--- config.mk ---
export PLATFORM = sky130hd
export DESIGN_NAME = keypad_debounce_flat
export DESIGN_NICKNAME = d
export VERILOG_FILES = /design/src/rtl/keypad_debounce_if.sv /design/src/rtl/keypad_debounce.sv /design/src/flat_wrapper.sv
export SDC_FILE = /design/constraint.sdc
export NUM_CORES = 1
export LEC_CHECK = 0
export BUFFER_PORTS_ARGS = -buffer_cell sky130_fd_sc_hd__buf_4
export CORE_UTILIZATION = 55
export CTS_CLUSTER_SIZE = 30
export DETAILED_ROUTE_END_ITERATION = 7
export MAX_ROUTING_LAYER = met4
export PLACE_DENSITY = 0.72
export REMOVE_ABC_BUFFERS = 1
export SLEW_MARGIN = 15
export SYNTH_ARGS = -nofsm -noshare
export SYNTH_HDL_FRONTEND = slang
export SYNTH_SLANG_ARGS = --single-unit
--- constraint.sdc ---
create_clock -name clk -period 8.15 [get_ports clk]
set_input_delay 1.63 -clock clk [delete_from_list [all_inputs] [get_ports clk]]
set_output_delay 1.63 -clock clk [all_outputs]
set_load 0.005 [all_outputs]
--- src/rtl/keypad_debounce_if.sv ---
// Keypad-side and consumer-side signals of the keypad debouncer.
// The debouncer connects through the master modport and its environment through the slave modport.
interface keypad_debounce_if #(
    parameter int ROWS = 5,
    parameter int COLS = 4
);
    localparam int CW = $clog2(ROWS * COLS);

    logic [ROWS-1:0] k_row;
    logic [COLS-1:0] k_col;
    logic            key_ack;
    logic            clr_ovr;
    logic [ROWS-1:0] row_out;
    logic [COLS-1:0] col_out;
    logic            key_valid;
    logic [CW-1:0]   key_code;
    logic            pressed;
    logic            overrun;

    modport master (
        input  k_row,
        input  k_col,
        input  key_ack,
        input  clr_ovr,
        output row_out,
        output col_out,
        output key_valid,
        output key_code,
        output pressed,
        output overrun
    );

    modport slave (
        output k_row,
        output k_col,
        output key_ack,
        output clr_ovr,
        input  row_out,
        input  col_out,
        input  key_valid,
        input  key_code,
        input  pressed,
        input  overrun
    );
endinterface

--- src/rtl/keypad_debounce.sv ---
// Keypad matrix debouncer: synchronizes raw rows/columns, accepts a value after STABLE_N
// equal slow-tick samples, and reports single-key presses through a valid/ack handshake.
module keypad_debounce #(
    parameter int ROWS       = 5,
    parameter int COLS       = 4,
    parameter int SAMPLE_DIV = 100000,
    parameter int STABLE_N   = 4
) (
    input  logic              clk,
    input  logic              rst_n,
    keypad_debounce_if.master kp
);
    localparam int CW = $clog2(ROWS * COLS);
    localparam int NW = ROWS + COLS;

    localparam logic [NW-1:0] ALL_ONES    = '1;
    localparam logic [31:0]   DIV_LAST    = 32'(SAMPLE_DIV - 1);
    localparam logic [3:0]    STAB_SAT    = 4'(STABLE_N);
    localparam logic [3:0]    STAB_ACCEPT = 4'(STABLE_N - 1);

    localparam logic [0:0] ST_IDLE = 1'b0;
    localparam logic [0:0] ST_HELD = 1'b1;

    // Rows occupy the upper bits, columns the lower bits of every packed sample.
    logic [NW-1:0] meta_reg;
    logic [NW-1:0] sync_reg;

    logic [31:0]   div_reg;
    logic          tick;

    logic [NW-1:0] prev_reg;
    logic [3:0]    stab_reg;
    logic [NW-1:0] deb_reg;
    logic          accept;

    logic [ROWS-1:0] cand_rows;
    logic [COLS-1:0] cand_cols;
    logic            single_key;
    int              row_idx;
    int              col_idx;
    logic [CW-1:0]   code_new;

    logic [0:0]    state_reg;
    logic [0:0]    state_next;
    logic          press_event;

    logic          valid_reg;
    logic          valid_next;
    logic [CW-1:0] code_reg;
    logic [CW-1:0] code_next;
    logic          ovr_reg;
    logic          ovr_next;
    logic          drop;

    // Two-flop synchronizer for the asynchronous keypad lines.
    always_ff @(posedge clk or negedge rst_n) begin
        if (!rst_n) begin
            meta_reg <= ALL_ONES;
            sync_reg <= ALL_ONES;
        end else begin
            meta_reg <= {kp.k_row, kp.k_col};
            sync_reg <= meta_reg;
        end
    end

    assign tick = (div_reg == DIV_LAST);

    always_ff @(posedge clk or negedge rst_n) begin
        if (!rst_n) begin
            div_reg <= '0;
        end else if (tick) begin
            div_reg <= '0;
        end else begin
            div_reg <= div_reg + 32'd1;
        end
    end

    // stab_reg counts equal samples after the capture tick and parks at STABLE_N,
    // so a steady value is accepted exactly once per change.
    always_ff @(posedge clk or negedge rst_n) begin
        if (!rst_n) begin
            prev_reg <= ALL_ONES;
            stab_reg <= '0;
            deb_reg  <= ALL_ONES;
        end else if (tick) begin
            if (sync_reg != prev_reg) begin
                prev_reg <= sync_reg;
                stab_reg <= '0;
            end else if (stab_reg < STAB_SAT) begin
                stab_reg <= stab_reg + 4'd1;
                if (stab_reg == STAB_ACCEPT) begin
                    deb_reg <= prev_reg;
                end
            end
        end
    end

    assign accept = tick && (sync_reg == prev_reg) && (stab_reg == STAB_ACCEPT);

    // Decode the value being accepted this cycle (it is prev_reg, about to land in deb_reg).
    assign cand_rows  = prev_reg[NW-1:COLS];
    assign cand_cols  = prev_reg[COLS-1:0];
    assign single_key = $onehot(~cand_rows) && $onehot(~cand_cols);

    always_comb begin
        row_idx = 0;
        for (int i = 0; i < ROWS; i++) begin
            if (!cand_rows[i]) begin
                row_idx = i;
            end
        end
    end

    always_comb begin
        col_idx = 0;
        for (int i = 0; i < COLS; i++) begin
            if (!cand_cols[i]) begin
                col_idx = i;
            end
        end
    end

    assign code_new = CW'(row_idx * COLS + col_idx);

    // Ghost and multi-key patterns still move to HELD, they just never raise an event.
    always_comb begin
        state_next  = state_reg;
        press_event = 1'b0;
        if (accept) begin
            case (state_reg)
                ST_IDLE: begin
                    if (prev_reg != ALL_ONES) begin
                        state_next  = ST_HELD;
                        press_event = single_key;
                    end
                end
                ST_HELD: begin
                    if (prev_reg == ALL_ONES) begin
                        state_next = ST_IDLE;
                    end
                end
                default: state_next = ST_IDLE;
            endcase
        end
    end

    always_comb begin
        valid_next = valid_reg;
        code_next  = code_reg;
        drop       = 1'b0;
        if (press_event) begin
            if (!valid_reg || kp.key_ack) begin
                code_next  = code_new;
                valid_next = 1'b1;
            end else begin
                drop = 1'b1;
            end
        end else if (valid_reg && kp.key_ack) begin
            valid_next = 1'b0;
        end
    end

    // A drop in the same cycle as clr_ovr keeps the flag set.
    always_comb begin
        ovr_next = ovr_reg;
        if (drop) begin
            ovr_next = 1'b1;
        end else if (kp.clr_ovr) begin
            ovr_next = 1'b0;
        end
    end

    always_ff @(posedge clk or negedge rst_n) begin
        if (!rst_n) begin
            state_reg <= ST_IDLE;
            valid_reg <= 1'b0;
            code_reg  <= '0;
            ovr_reg   <= 1'b0;
        end else begin
            state_reg <= state_next;
            valid_reg <= valid_next;
            code_reg  <= code_next;
            ovr_reg   <= ovr_next;
        end
    end

    assign kp.row_out   = deb_reg[NW-1:COLS];
    assign kp.col_out   = deb_reg[COLS-1:0];
    assign kp.pressed   = (state_reg == ST_HELD);
    assign kp.key_valid = valid_reg;
    assign kp.key_code  = code_reg;
    assign kp.overrun   = ovr_reg;

endmodule

--- src/flat_wrapper.sv ---
// flat-port wrapper written by rule: the top's interface ports become plain ports
module keypad_debounce_flat 
#(
    parameter int ROWS       = 5,
    parameter int COLS       = 4,
    parameter int SAMPLE_DIV = 100000,
    parameter int STABLE_N   = 4
)
  (clk, rst_n, kp_k_row, kp_k_col, kp_key_ack, kp_clr_ovr, kp_row_out, kp_col_out, kp_key_valid, kp_key_code, kp_pressed, kp_overrun);
  keypad_debounce_if #(.ROWS(ROWS), .COLS(COLS)) kp_i ();
  input  logic clk;
  input  logic rst_n;
  input wire logic [$bits(kp_i.k_row)-1:0] kp_k_row;
  input wire logic [$bits(kp_i.k_col)-1:0] kp_k_col;
  input wire logic [$bits(kp_i.key_ack)-1:0] kp_key_ack;
  input wire logic [$bits(kp_i.clr_ovr)-1:0] kp_clr_ovr;
  output wire logic [$bits(kp_i.row_out)-1:0] kp_row_out;
  output wire logic [$bits(kp_i.col_out)-1:0] kp_col_out;
  output wire logic [$bits(kp_i.key_valid)-1:0] kp_key_valid;
  output wire logic [$bits(kp_i.key_code)-1:0] kp_key_code;
  output wire logic [$bits(kp_i.pressed)-1:0] kp_pressed;
  output wire logic [$bits(kp_i.overrun)-1:0] kp_overrun;
  assign kp_i.k_row = kp_k_row;
  assign kp_i.k_col = kp_k_col;
  assign kp_i.key_ack = kp_key_ack;
  assign kp_i.clr_ovr = kp_clr_ovr;
  assign kp_row_out = kp_i.row_out;
  assign kp_col_out = kp_i.col_out;
  assign kp_key_valid = kp_i.key_valid;
  assign kp_key_code = kp_i.key_code;
  assign kp_pressed = kp_i.pressed;
  assign kp_overrun = kp_i.overrun;
  keypad_debounce #(.ROWS(ROWS), .COLS(COLS), .SAMPLE_DIV(SAMPLE_DIV), .STABLE_N(STABLE_N)) u_core (.clk(clk), .rst_n(rst_n), .kp(kp_i));
endmodule
==> flow_summary_export.csv <==
group,metric,value,unit
critical_path,path_delay_family,"adder cells",
global_routing,grt_usage,20.7,%
detailed_routing,drtAntennaViolNets,0,
yosys,synth_top_family_by_area,"simple AND/OR/NAND/NOR gates",
global_routing,antenna_found_initial,0,
layout,stdcell_area,0.00409,sq mm
die,num_io_pins,30,
placed_design,hpwl,4.21,mm
placed_design,gp_congestion,0.778,
timing,min_period,2.91,ns
critical_path,crit_path_max_fanout,6,
global_routing,met2_usage,28.0,%
yosys,synth-compound-area-share,2.02,%
run_status,outcome,"completed",
layout,fillers,501,
clock_network,cts_tree,"yes",
power_and_ir_drop,p_comb_share,2.0,%
clock_network,holdBufCountCts,0,
yosys,synth_adder_area_share,5.86,%
critical_path,worst_setup_path_end_kind,"register",
flow_run,drv_cap,0,
critical_path,worstPathRequired,8.39,ns
yosys,synth.distinct_cells,37,
power_and_ir_drop,seq_power_share,57.0,%
timing,maxClockFrequency,0.344,GHz
critical_path,path_buf_inv,2,
critical_path,cp-start-kind,"register",
clock_network,root_buffer,"clkbuf_8",
die,core_area,0.00631,sq mm
timing,finalCritPeriodShare,35.7,%
placed_design,portBuffers,29,
clock_network,clock_latency,0.35,ns
detailed_routing,dr.pass1.iters,4,
global_routing,grt_pass1_vias,2029,
timing,hold_ws,0.356,ns
die,die_x,82.8,um
power_and_ir_drop,swShare,21.9,%
power_and_ir_drop,vdd.ir_drop.worst,0.130,mV
clock_network,clk_pin_slew,0.08,ns
placed_design,dp_slack,5.25,ns
detailed_routing,vias,2179,
timing,clock_skew,0.00733,ns
power_and_ir_drop,cellPowerDensity,175,mW/mm^2
global_routing,grt_overflow_total,0,
yosys,ys_ff_latch,80,
power_and_ir_drop,p_leak,0.00193,uW
layout,final_common_cell,"dfrtp_1",
die,die_area,0.00685,sq mm
yosys,synthXorXnorAreaFrac,9.27,%
detailed_routing,drtIter0Drc,125,
global_routing,grtUsageMet1,29.6,%
die,start_util,56.9,%
detailed_routing,drt-wirelength-per-cell,14.8,um
layout,layout_common_cells,"dfrtp_1, dfstp_2, buf_4",
timing,max_slew_margin,34.7,%
power_and_ir_drop,power.share.clock,41.0,%
timing,slew_viol_final,0,
yosys,synth-edff-count,0,
clock_network,cts.path.max_buffers,2,
clock_network,post_cts_resize_count,0,
yosys,postSynthCellCount,294,
detailed_routing,post_drt_via_cell_ratio,5.28,
global_routing,grt_max_degree,81,
timing,setup_ws,5.24,ns
clock_network,cts.htree.levels,3,
yosys,yosys.area_share.simple,14.7,%
yosys,syn-cell-area,0.00359,sq mm
clock_network,post_cts.repair.setup_buffers,0,
yosys,syn_avg_cell_area,12.2,sq um
layout,drive_gt1_share,32.4,%
clock_network,cts_made_buffers,9,
critical_path,path_cells,"inv_1 -> ha_1 -> fa_1 -> inv_1 -> fa_1 -> nand2_1 -> nor3_1 -> nand3_1 -> or4_4 -> mux2_4",
timing,max_slew.worst_pin.slew,0.979,ns
timing,finalSetupViolations,0,
power_and_ir_drop,p_sw,157,uW
yosys,ys_warn_count,0,
hold_path,hp-class,"register to register",
global_routing,use_met3,3.93,%
yosys,ys.flop_type,"dfrtp_1",
global_routing,grt_pass1_wl,9.94,mm
critical_path,cp.arrival,3.14,ns
detailed_routing,routed_wl,6.10,mm
die,dieHeight,82.8,um
die,rows,29,
placed_design,placed_area,0.00388,sq mm
timing,finalSetupTns,0,ns
critical_path,crit_slowest_cell,"dfstp_2",
critical_path,critPathKind,"register to register",
layout,finalNetCount,359,
yosys,synth_mux_area_share,7.77,%
detailed_routing,drc_errors,0,
yosys,yosysSeqAreaShare,57.0,%
critical_path,slowest_delay,0.59,ns
clock_network,numClockSinks,80,
global_routing,top_usage_layer,"met1",
layout,n_antenna_cell,0,
timing,rsz0062_at_grt,"no",
layout,synthToLayoutAreaGrowth,13.8,%
timing,hold_violations,0,
power_and_ir_drop,internal-power,558,uW
yosys,synthArstFlopShare,100,%
layout,largest_reg_flops,32,
## synthesized netlist by cell type, types with 2 or more instances
| cell | instances | area share (%) |
|---|---|---|
| nand2_1 | 14 | 1.5 |
| xor2_1 | 23 | 5.6 |
| xnor2_1 | 15 | 3.7 |
| and3_1 | 7 | 1.2 |
| a31oi_1 | 2 | 0.35 |
| mux2_4 | 3 | 1.3 |
| nand3_1 | 11 | 1.5 |
| buf_6 | 2 | 0.63 |
| fa_1 | 3 | 1.7 |
| dfstp_2 | 36 | 26 |
| nor3_1 | 11 | 1.5 |
| nor4_1 | 8 | 1.4 |
| clkbuf_1 | 2 | 0.21 |
| nand4_1 | 8 | 1.4 |
| nand2b_1 | 3 | 0.52 |
| mux2i_1 | 2 | 0.56 |
| mux2_2 | 19 | 6.0 |
| o21ai_0 | 5 | 0.70 |
| or4_4 | 2 | 0.63 |
| ha_1 | 12 | 4.2 |
| nor2b_1 | 2 | 0.35 |
| nor2_1 | 22 | 2.3 |
| dfrtp_1 | 44 | 31 |
| inv_1 | 24 | 2.5 |
| and2_1 | 2 | 0.35 |
## layout make-up
class	instances	area [sq um]	area share, %
Inverter	24	90.1	2.20
Clock buffer	11	174	4.26
Clock inverter	5	31.3	0.765
Tap cell	77	96.3	2.36
Timing Repair Buffer	30	225	5.51
Sequential cell	80	2050	50.1
Multi-Input combinational cell	186	1420	34.8
## routing by layer
layer / share of wire [%] / vias to the layer above
li1: - / 1075
met1: 51 / 1058
met2: 43 / 38
met3: 4.1 / 8
met4: 1.6 / 0
met5: 0 / -
## final timing paths
check | startpoint | endpoint | slack [ns] | depth (start not counted)
min in group asynchronous | rst_n | u_core.kp.key_code[4] | 1.44 | 1
max | u_core.prev_reg[6] | u_core.kp.key_code[3] | 5.24 | 10
max in group asynchronous | rst_n | u_core.div_reg[20] | 6.08 | 1
max reg2reg | u_core.prev_reg[6] | u_core.kp.key_code[3] | 5.24 | 10
min reg2reg | u_core.meta_reg[8] | u_core.sync_reg[8] | 0.36 | 0
min | u_core.meta_reg[8] | u_core.sync_reg[8] | 0.36 | 0
## worst reg2reg max path, stage by stage, from the launching register on
cell	delay [ns]
dfstp_2	0.59
inv_1	0.06
ha_1	0.32
fa_1	0.40
inv_1	0.08
fa_1	0.16
nand2_1	0.05
nor3_1	0.13
nand3_1	0.13
or4_4	0.56
mux2_4	0.32
## metrics by stage
step | total power (uW) | instances | util, %
4_1_cts | 726 | 413 | 64.7
2_1_floorplan | 417 | 290 | -
5_1_grt | 742 | 413 | 64.7
6_report | 715 | 413 | 64.7
3_3_place_gp | 429 | 397 | 61.5
3_5_place_dp | 430 | 397 | 61.5
## power groups by stage
stage	combinational, uW	sequential (uW)	clock, uW
2_1_floorplan	2.71	414	0
3_3_place_gp	14.9	415	0
3_5_place_dp	15.0	415	0
4_1_cts	15.1	408	303
5_1_grt	16.7	408	317
6_report	14.5	408	293
## logic make-up (layout without fill, tap and decap cells)
family,Yosys count,after routing
DFF,80,80
adders and majority gates,15,15
and+or+nand+nor,97,97
xor gates and xnor gates,38,38
muxes,24,24
buffers and inverters,28,70
AOI/OAI and AO/OA,12,12
(Power assumes the default switching activity.)
